[src/rtl/sshooter_audio_pkg.sv]
// Shared types and constants for the sshooter audio mixer.
// Used by sshooter_audio_mix and sshooter_mix_sat.
package sshooter_audio_pkg;

   localparam int         ACC_W     = 26;
   localparam int         LEVEL_W   = 5;
   localparam logic [4:0] LEVEL_MAX = 5'd16;

   typedef enum logic [1:0] {
      IDLE,
      MAC,
      SAT,
      OUT
   } mix_state_t;

endpackage

[src/rtl/sshooter_mix_sat.sv]
// Signed 26-to-16 saturator; clamps when SSHOOTER_MIX_CLIP_EN
// is defined, otherwise keeps the low 16 bits (wraps).
module sshooter_mix_sat
   import sshooter_audio_pkg::*;
(
   input  logic [ACC_W-1:0] din,
   output logic [15:0]      dout
);

`ifdef SSHOOTER_MIX_CLIP_EN
   localparam logic signed [ACC_W-1:0] MAXV = 26'sd32767;
   localparam logic signed [ACC_W-1:0] MINV = -26'sd32768;

   // clamp the accumulator into the signed 16-bit range
   always_comb begin
      dout = din[15:0];
      if ($signed(din) > MAXV)
         dout = 16'h7fff;
      else if ($signed(din) < MINV)
         dout = 16'h8000;
   end
`else
   logic hi_unused;

   assign hi_unused = ^din[ACC_W-1:16];

   // two's-complement wrap: keep the low half only
   always_comb begin
      dout = din[15:0];
   end
`endif

endmodule

[src/rtl/sshooter_audio_mix.sv]
// FM + 3xSSG time-multiplexed mixer with one shared MAC,
// saturation (SSHOOTER_MIX_CLIP_EN) and a soft-mute ramp.
module sshooter_audio_mix
   import sshooter_audio_pkg::*;
#(
   parameter logic [7:0] GAIN_FM  = 8'd2,
   parameter logic [7:0] GAIN_SSG = 8'd42,
   parameter int         SHIFT    = 0
)(
   input  logic        clk_49m,
   input  logic        reset,
   input  logic        sample_cen,
   input  logic [15:0] fm_in,
   input  logic [15:0] ssg_a_in,
   input  logic [15:0] ssg_b_in,
   input  logic [15:0] ssg_c_in,
   input  logic        mute,
   output logic [15:0] sound,
   output logic        out_valid,
   output logic        overrun
);

   mix_state_t         state;
   mix_state_t         state_nx;
   logic [15:0]        hold [4];
   logic [1:0]         ch;
   logic [ACC_W-1:0]   acc;
   logic [ACC_W-1:0]   acc_shr;
   logic [15:0]        sat_d;
   logic [15:0]        sat_q;
   logic [LEVEL_W-1:0] level;
   logic [7:0]         gain_cur;
   logic [15:0]        x_cur;
   logic signed [24:0] mac_prod;
   logic signed [20:0] lvl_prod;
   logic               lvl_unused;

   assign x_cur    = hold[ch];
   assign gain_cur = (ch == 2'd0) ? GAIN_FM : GAIN_SSG;
   assign mac_prod = $signed({{9{x_cur[15]}}, x_cur})
                   * $signed({17'd0, gain_cur});
   assign acc_shr  = $signed(acc) >>> SHIFT;
   assign lvl_prod = $signed({{5{sat_q[15]}}, sat_q})
                   * $signed({16'd0, level});
   assign lvl_unused = ^{lvl_prod[20], lvl_prod[3:0]};

   sshooter_mix_sat u_sat (
      .din  (acc_shr),
      .dout (sat_d)
   );

   // state register
   always_ff @(posedge clk_49m or negedge reset) begin
      if (!reset)
         state <= IDLE;
      else
         state <= state_nx;
   end

   // sequence IDLE -> 4x MAC -> SAT -> OUT -> IDLE
   always_comb begin
      state_nx = state;
      unique case (state)
         IDLE: if (sample_cen) state_nx = MAC;
         MAC:  if (ch == 2'd3) state_nx = SAT;
         SAT:  state_nx = OUT;
         OUT:  state_nx = IDLE;
         default: state_nx = IDLE;
      endcase
   end

   // capture, accumulate, saturate, scale by level, flag overruns
   always_ff @(posedge clk_49m or negedge reset) begin
      if (!reset) begin
         for (int i = 0; i < 4; i++)
            hold[i] <= '0;
         ch        <= '0;
         acc       <= '0;
         sat_q     <= '0;
         sound     <= '0;
         out_valid <= 1'b0;
         overrun   <= 1'b0;
         level     <= '0;
      end else begin
         out_valid <= 1'b0;
         if (sample_cen && state != IDLE)
            overrun <= 1'b1;
         unique case (state)
            IDLE: begin
               if (sample_cen) begin
                  hold[0] <= fm_in;
                  hold[1] <= ssg_a_in;
                  hold[2] <= ssg_b_in;
                  hold[3] <= ssg_c_in;
                  acc     <= '0;
                  ch      <= '0;
               end
            end
            MAC: begin
               acc <= acc + {mac_prod[24], mac_prod};
               ch  <= ch + 2'd1;
            end
            SAT: begin
               sat_q <= sat_d;
            end
            OUT: begin
               sound     <= lvl_prod[19:4];
               out_valid <= 1'b1;
               if (mute && level != '0)
                  level <= level - 5'd1;
               else if (!mute && level < LEVEL_MAX)
                  level <= level + 5'd1;
            end
            default: ;
         endcase
      end
   end

endmodule

[config.mk]
export PLATFORM = sky130hd
export DESIGN_NAME = sshooter_audio_mix
export DESIGN_NICKNAME = d
export VERILOG_FILES = /design/src/rtl/sshooter_audio_pkg.sv /design/src/rtl/sshooter_mix_sat.sv /design/src/rtl/sshooter_audio_mix.sv
export SDC_FILE = /design/constraint.sdc
export NUM_CORES = 1
export LEC_CHECK = 0
export BUFFER_PORTS_ARGS = -buffer_cell sky130_fd_sc_hd__buf_2
export CAP_MARGIN = 30
export CORE_MARGIN = 5
export CORE_UTILIZATION = 30
export DETAILED_ROUTE_END_ITERATION = 6
export PLACE_DENSITY_LB_ADDON = 0.15
export SYNTH_ARGS = -nofsm -noshare
export SYNTH_HDL_FRONTEND = slang
export SYNTH_SLANG_ARGS = --single-unit
export TNS_END_PERCENT = 20
[constraint.sdc]
create_clock -name clk_49m -period 17.5 [get_ports clk_49m]
set_input_delay 0.875 -clock clk_49m [delete_from_list [all_inputs] [get_ports clk_49m]]
set_output_delay 0.875 -clock clk_49m [all_outputs]
set_load 0.01 [all_outputs]
==> qor.txt <==
Final ANT Viol Nets - 0
Worst-Margin Slew - 818 ps
Mapped Area - 8800 um2
wire per inst - 13.7 um
Hold Path Class - flip-flop to flip-flop
num ports - 86
delay-heaviest family, CP - adder cells
height of the die - 181 um
GRT Total Usage - 0.109
TNS Setup - 0 ps
post_cts resized - 0
peak fanout along the critical path - 19
clk_skew - 14.7 ps
first-pass GRT wire length - 29.9 mm
leading area contributor after synthesis - dfrtp_1
dpl ws - 11660 ps
setup violators final - 0
RSZ-0062 raised after global routing - false
CP max stage cell - mux4_2
Detailed Route WL - 16.9 mm
Core Region - 28900 um2
synthesis-to-layout area growth - 15.8%
Core Util, Final - 0.353
clock latency on the worst-skew pair - 430 ps
vias after detailed routing - 5481
initial core utilization - 0.305
Max Slew Vio Count - 0
Synth top area share - 0.333
Post-CTS Setup Repair Bufs - 0
DRC viols - 0
# diodes - 0
Synth Instances - 758
sequential cell area fraction in the yosys report - 0.333
syn avg cell area - 11.6 um2
CTS Root Cell - clkbuf_16
Synth async-reset ratio - 1.00
FILL cells - 2969
Startpoint Class - flip-flop
Tmin final - 5790 ps
Final Hold Viols - 0
vias in the first global route - 5979
Clock Path Buffers - 2
CTS Hold Bufs - 0
initial antenna violation count - 2
outcome - finished clean
CTS tree - built
Rel. slew slack - 0.455
clock slew at reported path FFs - 60 ps
Die ar. - 32900 um2
WHS - 470 ps
Mapped Nets - 981
Placer Congestion - 0.729
synthesized flop and latch total - 117
CP required - 17790 ps
Netlist cell types - 48
final worst setup slack - 11710 ps
CTS H-tree depth - 4
layout cells sized above 1 - 0.273
grt ovf - 0
hpwl dp - 13.1 mm
largest net degree at the start of global routing - 61
top_reg_cell synth - dfrtp_1
CP endpoint kind - flip-flop
ranking of synthesized cells by area - dfrtp_1, ha_1, fa_1
max-cap violation count - 0
Crit Path Category - flip-flop to flip-flop
yosys warns - 0
Port-buffer cells - 81
vias per cell - 4.44
FMAX - 0.173 GHz
initial drt markers - 130
CP Data Arrival Time - 6090 ps
number of synthesized flops with an enable pin - 0
nets - 1061
Final period util - 0.331
cells along the critical path - buf_4, mux4_2, nor2b_1, ha_1, ha_1, fa_1, ha_1, ha_1, fa_1, a21o_1, a21oi_1, nor2b_1, o21ai_0, nand2_1, xor2_1, ha_1, o21a_1, o21a_1, nand2b_1, o21ai_0, a31o_2, xnor2_1, xnor2_1, o21ai_1
CTS Buf Count - 17
critical path's largest stage delay - 570 ps
CP dominant cell by count - ha_1
clk sinks - 117
WP buf/inv - 1
Die Wd - 181 um
Initial DRT Pass Iterations - 4
Rows - 62
worst reg2reg max path: stages, from the launching register on:
cell and delay (ps):
dfrtp_1 320, buf_4 340, mux4_2 580, nor2b_1 170, ha_1 300, ha_1 320, fa_1 480, ha_1 310
ha_1 230, fa_1 400, a21o_1 170, a21oi_1 220, nor2b_1 70, o21ai_0 140, nand2_1 100, xor2_1 150
ha_1 310, o21a_1 150, o21a_1 120, nand2b_1 100, o21ai_0 80, a31o_2 230, xnor2_1 180, xnor2_1 130
o21ai_1 70
layer usage:
metal / vias up / share of wire / wire length [um] / track usage
met3: 16 / 0.051 / 862 / 0.0332
met1: 2626 / 0.49 / 8340 / 0.149
met5: - / 0.00077 / 13 / 0
met2: 83 / 0.45 / 7550 / 0.170
li1: 2754 / - / - / -
met4: 2 / 0.011 / 178 / 0.0279
final timing paths:
check                             start        end  slack (ps)  cells after the start
worst min register to register  overrun    overrun         470                      1
max in group asynchronous         reset   hold[51]       15700                      2
worst max-delay path              ch[0]    acc[15]       11710                     24
worst min-delay path            overrun    overrun         470                      1
min in group asynchronous         reset  sound[14]         520                      1
worst max register to register    ch[0]    acc[15]       11710                     24
layout make-up:
type | instances | area [um2] | area share
multi-input cells | 565 | 5570 | 0.547
flip-flops and latches | 117 | 2930 | 0.287
well taps | 384 | 480 | 0.0472
repair buffers | 87 | 460 | 0.0452
clock buffers | 18 | 439 | 0.0431
inverters | 50 | 188 | 0.0184
clock inverters | 14 | 121 | 0.0119
cell families (layout without fill, tap and decap cells):
logic type,Yosys count,after routing,share of synthesized area
AOI/OAI and AO/OA,103,103,0.0758
buffers and inverters,76,169,0.0347
xor gates and xnor gates,54,54,0.0537
muxes,103,103,0.151
and+or+nand+nor,148,148,0.0829
other,2,2,0.000853
adders and majority gates,155,155,0.268
DFF,117,117,0.333
sequential cells by signal (all words and copies together) (netlist names):
name       cells
hold          60
ch             2
acc           15
sat_q         15
sound         16
overrun        1
out_valid      1
state          2
level          5
per-stage QoR:
step	cell area [um2]	cells
floorplan	8800	758
global placement	9610	1202
detailed placement	9630	1203
CTS	10200	1235
global route	10200	1235
finish	10200	1235
cells in the mapped netlist (3+ instances only):
cell type and count:
o21ai_0 27, xor2_1 18, o21bai_1 6, o21a_1 5
mux4_2 15, buf_1 9, a22o_1 3, nor2b_1 16
and2_1 41, inv_1 50, a21o_1 10, dfrtp_1 117
ha_1 99, nand3_1 3, xnor2_1 36, a31oi_1 3
nand2_1 63, fa_1 56, clkbuf_1 13, a21oi_1 34
mux2_2 85, nor2_1 14
cells in the final DEF (no fill, tap or decap), drive strengths merged, types with 2 or more instances in the layout:
cell      count
mux4         15
nor2         14
and2         41
nand2b        2
fa           56
o21ai        30
a21oi        36
o21a          5
mux2         86
nor3          2
a21o         10
o21bai        7
xnor2        36
clkinvlp      2
or2           2
inv          56
a22o          3
clkbuf       18
mux2i         2
nand3         3
xor2         18
dfrtp       117
nor2b        16
nand2        63
clkinv        6
ha           99
or3           2
conb          2
a31oi         3
buf          87
Power is not shown: default switching activity piles up to over one toggle a cycle in this logic, so the estimate is an artifact.
